==> config.mk <==
export PLATFORM = sky130hd
export DESIGN_NAME = alu_nibble_sequencer
export DESIGN_NICKNAME = d
export VERILOG_FILES = /design/src/rtl/alu_nibble_sequencer.sv
export SDC_FILE = /design/constraint.sdc
export NUM_CORES = 1
export LEC_CHECK = 0
export BUFFER_PORTS_ARGS = -buffer_cell sky130_fd_sc_hd__buf_4
export CAP_MARGIN = 20
export CORE_AREA = 10 10 113 115
export CTS_CLUSTER_DIAMETER = 40
export DETAILED_ROUTE_END_ITERATION = 10
export DIE_AREA = 0 0 123 125
export GPL_TIMING_DRIVEN = 0
export SYNTH_ARGS = -nofsm -noshare
export SYNTH_HDL_FRONTEND = slang
export SYNTH_SLANG_ARGS = --single-unit
==> constraint.sdc <==
create_clock -name clk -period 2.1 [get_ports clk]
set_clock_uncertainty 0.2 [all_clocks]
set_input_delay 0.21 -clock clk [delete_from_list [all_inputs] [get_ports clk]]
set_output_delay 0.21 -clock clk [all_outputs]
set_load 0.01 [all_outputs]
==> src/rtl/alu_nibble_sequencer.sv <==
// alu_nibble_sequencer: drives a 4-bit ALU one nibble per cycle, LSB first,
// chaining carry through a register and assembling a W = 4*NIBBLES result.
// Optional feature macro: ALU_SEQ_OVF_EN adds a signed-overflow flag (ovf).
module alu_nibble_sequencer #(
    parameter int NIBBLES = 4
) (
    input  logic                   clk,
    input  logic                   rst,
    input  logic                   start,
    input  logic [4*NIBBLES-1:0]   a_in,
    input  logic [4*NIBBLES-1:0]   b_in,
    input  logic [3:0]             s_in,
    input  logic                   m_in,
    input  logic                   cin,
    output logic                   busy,
    output logic                   done,
    output logic [4*NIBBLES-1:0]   result,
    output logic                   cout,
    output logic                   zero,
`ifdef ALU_SEQ_OVF_EN
    output logic                   ovf,
`endif
    output logic [3:0]             alu_a,
    output logic [3:0]             alu_b,
    output logic [3:0]             alu_s,
    output logic                   alu_m,
    output logic                   alu_pin,
    input  logic [3:0]             alu_r,
    input  logic                   alu_pout
);

    localparam int W  = 4 * NIBBLES;
    // keep the index at least one bit wide so NIBBLES = 1 still elaborates
    localparam int IW = (NIBBLES > 1) ? $clog2(NIBBLES) : 1;

    typedef enum logic [1:0] {
        IDLE = 2'd0,
        RUN  = 2'd1,
        DONE = 2'd2
    } state_t;

    state_t          state_q, state_d;
    logic [W-1:0]    a_q, b_q;
    logic [3:0]      s_q;
    logic            m_q;
    logic            carry_q;
    logic [IW-1:0]   idx_q;
    logic [W-1:0]    next_result;
    logic            accept;
    logic            last;

    assign accept = start && ((state_q == IDLE) || (state_q == DONE));
    assign last   = (idx_q == IW'(NIBBLES - 1));

    // state register
    always_ff @(posedge clk) begin
        if (rst) state_q <= IDLE;
        else     state_q <= state_d;
    end

    // next-state logic and status outputs
    always_comb begin
        state_d = state_q;
        busy    = 1'b0;
        done    = 1'b0;
        case (state_q)
            IDLE: if (start) state_d = RUN;
            RUN: begin
                busy = 1'b1;
                if (last) state_d = DONE;
            end
            DONE: begin
                done    = 1'b1;
                state_d = start ? RUN : IDLE;
            end
            default: state_d = IDLE;
        endcase
    end

    // ALU operand nibble select; nibble 0 outside RUN so the ALU never sees X
    always_comb begin
        alu_a = a_q[3:0];
        alu_b = b_q[3:0];
        if (state_q == RUN) begin
            for (int n = 0; n < NIBBLES; n++) begin
                if (idx_q == IW'(n)) begin
                    alu_a = a_q[4*n +: 4];
                    alu_b = b_q[4*n +: 4];
                end
            end
        end
    end

    assign alu_s   = s_q;
    assign alu_m   = m_q;
    assign alu_pin = carry_q;

    // result word with the current ALU nibble merged in at idx
    always_comb begin
        next_result = result;
        for (int n = 0; n < NIBBLES; n++) begin
            if (idx_q == IW'(n)) next_result[4*n +: 4] = alu_r;
        end
    end

    // operand latch, carry chain, result assembly and flags
    always_ff @(posedge clk) begin
        if (rst) begin
            a_q     <= '0;
            b_q     <= '0;
            s_q     <= '0;
            m_q     <= 1'b0;
            carry_q <= 1'b0;
            idx_q   <= '0;
            result  <= '0;
            cout    <= 1'b0;
            zero    <= 1'b0;
`ifdef ALU_SEQ_OVF_EN
            ovf     <= 1'b0;
`endif
        end else if (accept) begin
            a_q     <= a_in;
            b_q     <= b_in;
            s_q     <= s_in;
            m_q     <= m_in;
            carry_q <= cin;
            idx_q   <= '0;
        end else if (state_q == RUN) begin
            result  <= next_result;
            carry_q <= alu_pout;
            if (last) begin
                // flags land with the final nibble so they are valid in DONE
                idx_q <= '0;
                cout  <= alu_pout;
                zero  <= (next_result == '0);
`ifdef ALU_SEQ_OVF_EN
                ovf   <= !m_q && (a_q[W-1] == b_q[W-1]) &&
                         (next_result[W-1] != a_q[W-1]);
`endif
            end else begin
                idx_q <= idx_q + IW'(1);
            end
        end
    end

endmodule

Yosys cells after proc, flatten, opt, wreduce, memory -nomap -nowiden
Index checks and enable logic that the tools add are counted.
{"block": "op_classes", "add_sub_neg": 1, "eq_ne": 7, "n_mux": 21, "bitwise": 1, "n_reduce_logical": 10}
{"cell": "4-bit 2-to-1 mux", "count": 12}
{"cell": "16-bit logical NOT", "count": 1}
{"cell": "2-bit == test (second input constant)", "count": 3}
{"cell": "2-bit 2-to-1 mux", "count": 3}
{"cell": "2-bit case mux with 3 select lines", "count": 1}
{"cell": "1-bit 2-to-1 mux", "count": 5}
{"cell": "2-bit by 1-bit == test with 1-bit output (second input constant)", "count": 2}
{"cell": "2-bit logical NOT", "count": 2}
{"cell": "2-bit inequality test (second input constant)", "count": 2}
{"cell": "2-bit AND reduction", "count": 2}
{"cell": "3-bit AND reduction", "count": 1}
{"cell": "2-bit by 1-bit adder with 2-bit output (second input constant)", "count": 1}
{"cell": "2-bit nonzero test", "count": 1}
{"cell": "2-bit OR reduction", "count": 1}
{"cell": "1-bit logical AND", "count": 1}
{"cell": "1-bit logical OR", "count": 1}
{"cell": "1-bit NOT", "count": 1}
{"block": "totals", "ff_bits": 60, "in_bits": 46, "out_inout_bits": 34, "word_cells": 50}

Longest topological paths before layout
Gate-level depths: netlist of the first run.
{"block": "logic_depth", "word_depth": 5, "ltp_mapped": 7, "mapped_depth_nobuf": 6}

Worst setup path before layout of the first run
No wires, ideal clock.
{"block": "synth_path", "kind": "reg-to-reg", "startpoint": "reg idx_q[0]", "endpoint": "reg zero", "setup_time_ps": 69, "arrival_ps": 1556, "required_time_ps": 1831, "path_slack_ps": 275, "path_stages_with_launch": 7, "path_buffers": 0, "synth_period_minus_slack_ps": 1825, "cell_sequence": "dfxtp_1 > inv_1 > ha_1 > a211oi_1 > o22ai_1 > or4_1 > o21ai_1"}
{"block": "synth_via", "elab_chain_cells": 3, "elab_cells_between_ends": 10, "cone_classes": "eq/ne (3); mux (4); reduce/logical (3)"}
{"item": "start: declaration", "line": "47", "text": "logic [IW-1:0] idx_q;"}
{"item": "start signal: assignment", "line": "141", "text": "idx_q <= idx_q + IW'(1);"}
{"item": "2-bit by 1-bit == test with 1-bit output, or another cell as far along", "line": "102", "text": "if (idx_q == IW'(n)) next_result[4*n +: 4] = alu_r;"}
{"item": "4-bit 2-to-1 mux", "line": "102"}
{"item": "16-bit logical NOT", "line": "135", "text": "zero <= (next_result == '0);"}
{"item": "end signal: assignment", "line": "135"}
{"item": "end: declaration", "line": "19", "text": "output logic zero,"}
Parallel ways exist; a longest one is shown, timed or not.
A chain may end at the register's enable or synchronous reset.

Final worst setup path of the first run
{"block": "layout_path", "startpoint": "reg idx_q[1]", "endpoint": "out alu_b[1]"}
{"block": "layout_via", "elab_chain_cells": 5, "elab_cells_between_ends": 7, "cone_classes": "eq/ne (3); mux (4)"}
{"item": "2-bit by 1-bit == test with 1-bit output", "line": "86", "text": "if (idx_q == IW'(n)) begin"}
{"item": "4-bit 2-to-1 mux (2 in a row)", "line": "86"}
{"item": "4-bit 2-to-1 mux (*)", "line": "86"}
{"item": "4-bit 2-to-1 mux (*)", "line": "84", "text": "if (state_q == RUN) begin"}
{"item": "end: declaration", "line": "24", "text": "output logic [3:0] alu_b,"}
Every way passes the cells marked *; elsewhere a longest branch is shown, timed or not.

==> flow_summary.toml, run 1 <==
[status]
status = "finished with violations"
violations = "negative setup slack"

[cts]
cts_tree = "built"
cts_buffer_depth = 2
clkLatencyLatePin_ns = 0.34
numCtsBuffers = 9
clk_pin_slew_worst_paths_ns = 0.07
clock_tree.root_cell = "clkbuf_8"
htreeDepth = 3
cts_sinks = 60

[timing]
fin_crit_ns = 2.15
slew_viol_final = 0
fmax_ghz = 0.466
hold_ws_ns = 0.0570
period_share_pct = 102
final-setup-viol-count = 6
grt_setup_unrepaired = "true"
setup_ws_ns = -0.0475
tightest_slew_ns = 0.577
finalHoldViolations = 0
relSlewSlack_pct = 61.5

[grt]
grt_pass1_wl_mm = 14.2
grt_pass1_vias = 2747
grt_overflow = 0
antenna_found_initial = 0
grt_use_total_pct = 11.7
grt_max_degree = 14

[setup_path]
crit_path_start_kind = "register"
arrival_ns = 1.74
required_ns = 1.69
cp_slowest_cell = "dfxtp_4"
critPathCaptureType = "output pin"
crit_family = "buffers and inverters"
crit_buf_inv = 3
cp_max_fo = 5
crit_top_cell = "buf_4"
crit_chain = "buf_4 > ha_4 > clkbuf_16 > o21ai_1 > mux2i_1 > a21oi_1 > buf_4"
cpPeakStageDelay_ns = 0.36
worstSetupPathType = "register to output pin"

[place]
numPortBuffers = 78
hpwlAfterDp_mm = 6.44
gp_congestion = 0.786

[logic_synthesis]
ys.flop_type = "dfxtp_1"
synth_cells = 323
syn_avg_cell_area_um2 = 8.04
synthArstFlopShare_pct = 0
synth_edf_count = 0
yosys_warnings = 0
synth_nets = 374
synth-seq-cells = 60
synthDistinctLibCells = 31
syn_area_mm2 = 0.00260
yosysSeqAreaShare_pct = 46.3

[detailed_routing]
dr.pass1.iters = 4
drt-initial-drc-count = 64
via_count = 2706
routed_wl_mm = 9.03
wl_per_cell_um = 14.9
drc = 0
ant_nets = 0
avgViaCountPerCell = 4.46

[final_layout]
syn_to_final_growth_pct = 62.0
seq_area_mm2 = 0.00121
layout_common_cells = "nand2_1 (90), buf_4 (86), dfxtp_1 (58), a21oi_1 (51), dlygate4sd3_1 (43)"
layout.nets = 513
fillers = 1060
final_common_cell = "nand2_1"
multi_input_area_mm2 = 0.00135
drive_gt1_share_pct = 27.2
diodes = 0
fin_util_pct = 39.7

[run]
drv_cap = 0

[pwr]
leakage_nw = 1.84
max-vdd-ir-drop_v = 0.000318
total_power_mw = 3.00
p_per_area_mw_per_mm2 = 712

[floorplanning]
coreArea_mm2 = 0.0106
ios = 80
die_area_mm2 = 0.0154
rows = 38
die_h_um = 125
die_x_um = 123
initial_core_util_pct = 24.5

[min_path]
holdCritPathClass = "input port to register"
-- cell type report --
cell class	count	share of cell area [%]
well taps	140	4.16
plain buffers	20	3.18
repair buffers	129	25.7
clock inverters	6	2.68
inverters	3	0.446
flip-flops and latches	60	28.7
multi-input cells	239	32.1
clock buffers	10	3.03
-- per-layer routing --
metal	wire, um	track usage (%)
met1	4220	14.8
met2	4220	18.7
met3	496	3.15
met4	98	4.32
met5	0	0
-- cells in the mapped netlist, types with 4 or more instances --
library cell / number / area [um^2]
dfxtp_1: 60 / 1200
nand2_1: 91 / 342
nor3_1: 4 / 20.0
nand3_1: 5 / 25.0
clkbuf_1: 13 / 48.8
o21ai_0: 8 / 40.0
buf_2: 7 / 35.0
nor2_1: 25 / 93.8
a21oi_1: 53 / 265
mux2i_1: 29 / 290
ha_1: 5 / 62.6
-- path summary, 6_finish.rpt --
check | slack, ns | startpoint | depth (start not counted) | endpoint
min | 0.06 | rst | 3 | zero$_SDFFE_PP0P_
min reg2reg | 0.26 | alu_s[2]$_SDFFE_PP0P_ | 2 | alu_s[2]$_SDFFE_PP0P_
max | -0.05 | idx_q[1]$_SDFFE_PP0N_ | 7 | alu_b[1]
max reg2reg | 0.15 | idx_q[0]$_SDFFE_PP0N_ | 6 | zero$_SDFFE_PP0P_
-- sequential cells by signal, summed over array words and instances, names as in the netlist --
name	count
state_q	2
alu_s	4
alu_pin	1
result	16
a_q	16
zero	1
b_q	16
idx_q	2
cout	1
alu_m	1
-- stage by stage --
step	worst slack [ns]	area (um^2)	std cells	TNS (ns)
CTS	-0.0538	4140	603	-0.245
global placement	0.0130	3360	541	0
floorplan	0.275	2600	323	0
global route	-0.121	4210	607	-0.732
finish	-0.0475	4210	607	-0.181
detailed placement	-0.0705	3360	541	-0.260
-- worst register-to-register path: cells and delay by family (launching register included) --
family,cells,cell delay (ns)
flops,1,0.39
compound gates,3,0.46
fa+ha+maj,1,0.30
buf+inv,1,0.06
simple gates,1,0.47
-- cells by family (layout without fill, tap and decap cells) --
group           count (synthesis)  in the layout  synth area share [%]
simple gates                  134            134                  21.2
flops                          60             60                  46.3
buf+inv                        24            168                  3.86
mux                            30             30                  11.6
fa+ha+maj                       5              5                  2.41
compound gates                 70             70                  14.7
-- report_power, final --
part / switching [mW] / internal, mW
logic: 0.236 / 0.250
clock network: 0.494 / 0.791
registers: 0.0352 / 1.19
total: 0.765 / 2.23
-- what timing repair did --
action | 4_1_cts | 5_1_grt
hold buffers | 43 | 0
gates resized for setup | 32 | 10
cloned | 0 | 1
pin swaps | 8 | 1
endpoints found under the setup margin | 8 | 9
setup buffers | 4 | 3
endpoints found under the hold margin | 55 | 0
(Power assumes the default switching activity.)
==> run 2, diff against run 1 <==
--- a/config.mk
+++ b/config.mk
@@ -11,7 +11,7 @@
 export CTS_CLUSTER_DIAMETER = 40
 export DETAILED_ROUTE_END_ITERATION = 10
 export DIE_AREA = 0 0 123 125
-export GPL_TIMING_DRIVEN = 0
+export SKIP_LAST_GASP = 1
 export SYNTH_ARGS = -nofsm -noshare
 export SYNTH_HDL_FRONTEND = slang
 export SYNTH_SLANG_ARGS = --single-unit
==> run 2 against run 1 <==
Compared with the run above:
- the flow now finishes without violations
- utilization is 0.91 points lower
- critical path type unchanged
- final cell count fell by 2.3%
- critical endpoint is now alu_a[3]
- combinational power is 3% lower
- die area is the same
- register-to-register slack got worse by 0.10 ns
- critical path depth increased by 1
==> flow_summary.toml, run 2 (synthesized netlist as in run 1, its figures left out) <==
[final_layout]
fillers = 1075
top_regs = "a_q x16, b_q x16, result x16"
syn_to_final_growth_pct = 58.3
layout_common_cells = "nand2_1 (91), buf_4 (87), dfxtp_1 (58), a21oi_1 (52), dlygate4sd3_1 (43)"
layout.nets = 499
multi_input_area_mm2 = 0.00134
final_common_cell = "nand2_1"
final-instance-count-excl-fill = 593
drive_gt1_share_pct = 26.9
diodes = 0
fin_area_mm2 = 0.00411
seq_area_mm2 = 0.00121

[setup_path]
cp_max_fo = 8
critPathCaptureType = "output pin"
required_ns = 1.69
arrival_ns = 1.68
r2r_cells = 8
r2r_start = "idx_q[1]$_SDFFE_PP0N_"
crit_path_start_kind = "register"
reg2reg_to = "zero$_SDFFE_PP0P_"
worstSetupPathType = "register to output pin"
r2r_setup_slack_ns = 0.05

[run]
drv_cap = 0

[timing]
final-setup-viol-count = 0
slew_viol_final = 0
relSlewSlack_pct = 56.6
fmax_ghz = 0.479
grt_setup_unrepaired = "true"
period_share_pct = 99.4
tightest_slew_ns = 0.651
hold_ws_ns = 0.149
finalHoldViolations = 0
fin_crit_ns = 2.09

[detailed_routing]
drc = 0
ant_nets = 0
drt-initial-drc-count = 109
via_count = 2584
avgViaCountPerCell = 4.36
wl_per_cell_um = 13.9
routed_wl_mm = 8.23
dr.pass1.iters = 4

[place]
gp_congestion = 0.779
place_area_mm2 = 0.00339
hpwlAfterDp_mm = 5.60
dp_cells = 530
numPortBuffers = 79

[floorplanning]
rows = 38
die_h_um = 125
coreArea_mm2 = 0.0106
ios = 80
die_area_mm2 = 0.0154
die_x_um = 123
initial_core_util_pct = 24.5

[grt]
grt_pass1_vias = 2634
grt_use_total_pct = 10.7
grt_overflow = 0
grt_pass1_wl_mm = 13.3
antenna_found_initial = 0
grt_max_degree = 62

[cts]
clk_pin_slew_worst_paths_ns = 0.07
clock_tree.root_cell = "clkbuf_8"
numCtsBuffers = 9
cts_buffer_depth = 2
clkLatencyLatePin_ns = 0.33
cts_sinks = 60
htreeDepth = 3
cts_tree = "built"

[pwr]
p_per_area_mw_per_mm2 = 662
pwr-share-clk_pct = 37.7
switching_share_pct = 26.9
total_power_mw = 2.72
leakage_nw = 1.80
comb_power_share_pct = 17.3
p_int_mw = 1.99
pwr-share-seq_pct = 45.1
power.switching_mw = 0.733
max-vdd-ir-drop_v = 0.000374

[min_path]
min_from = "start"
holdPathStages = 4
whs_endpoint = "alu_s[1]$_SDFFE_PP0P_"
holdCritPathClass = "input port to register"

[status]
status = "finished clean"
==> run 2: routing by layer <==
| layer | part of all wire, % | routed length, um | up-vias | global-route usage, % |
|---|---|---|---|---|
| li1 | - | - | 1339 | - |
| met1 | 44 | 3600 | 1179 | 12.6 |
| met2 | 48 | 3970 | 64 | 17.6 |
| met3 | 7.6 | 624 | 2 | 5.00 |
| met4 | 0.40 | 33 | 0 | 2.06 |
| met5 | 0 | 0 | - | 0 |
==> run 2: what timing repair did <==
action                                  4_1_cts  5_1_grt
resized for setup                            23        3
gates cloned                                  0        1
hold endpoints to repair                     55        0
buffers inserted                              2        2
endpoints found under the setup margin        8        8
hold buffers                                 43        0
pin swaps                                     6        5
==> run 2: worst max path at each step <==
stage / from / end / slack [ns] / cells past startpoint
finish: idx_q[1]$_SDFFE_PP0N_ / alu_a[3] / 0.01 / 8
floorplan: idx_q[0]$_SDFFE_PP0N_ / zero$_SDFFE_PP0P_ / 0.28 / 6
CTS: idx_q[1]$_SDFFE_PP0N_ / alu_b[1] / -0.06 / 8
detailed placement: idx_q[1]$_SDFFE_PP0N_ / alu_b[1] / 0.11 / 8
global route: idx_q[1]$_SDFFE_PP0N_ / alu_a[0] / -0.12 / 7
global placement: idx_q[0]$_SDFFE_PP0N_ / zero$_SDFFE_PP0P_ / 0.18 / 7
==> run 2: metrics by stage <==
stage	TNS [ns]	setup WS (ns)	util [%]
floorplan	0	0.275	-
global placement	0	0.182	32.0
detailed placement	0	0.112	32.0
CTS	-0.105	-0.0567	38.4
finish	0	0.0131	38.8
global route	-0.738	-0.116	38.8
==> run 2: area by class of cell <==
cell class	instances	area share (%)
inverters	3	0.396
clock buffers	10	3.11
repair buffers	135	28.7
multi-input cells	239	32.5
well taps	140	4.26
flip-flops and latches	60	29.4
clock inverters	6	1.58
==> run 2: power by group through the flow <==
stage	logic (mW)	clock network, mW	registers, mW
floorplan	0.202	0	1.25
global placement	0.395	0	1.25
detailed placement	0.399	0	1.25
CTS	0.472	1.07	1.23
global route	0.525	1.12	1.23
finish	0.470	1.03	1.23
==> run 2: worst max-delay path, cell delays in order, from the launching register on <==
cell and delay, ns:
dfxtp_4 0.37, buf_6 0.12, ha_4 0.17, clkbuf_16 0.16, nand2_1 0.06, o21ai_1 0.06, mux2i_1 0.17, a21oi_2 0.09
buf_4 0.15
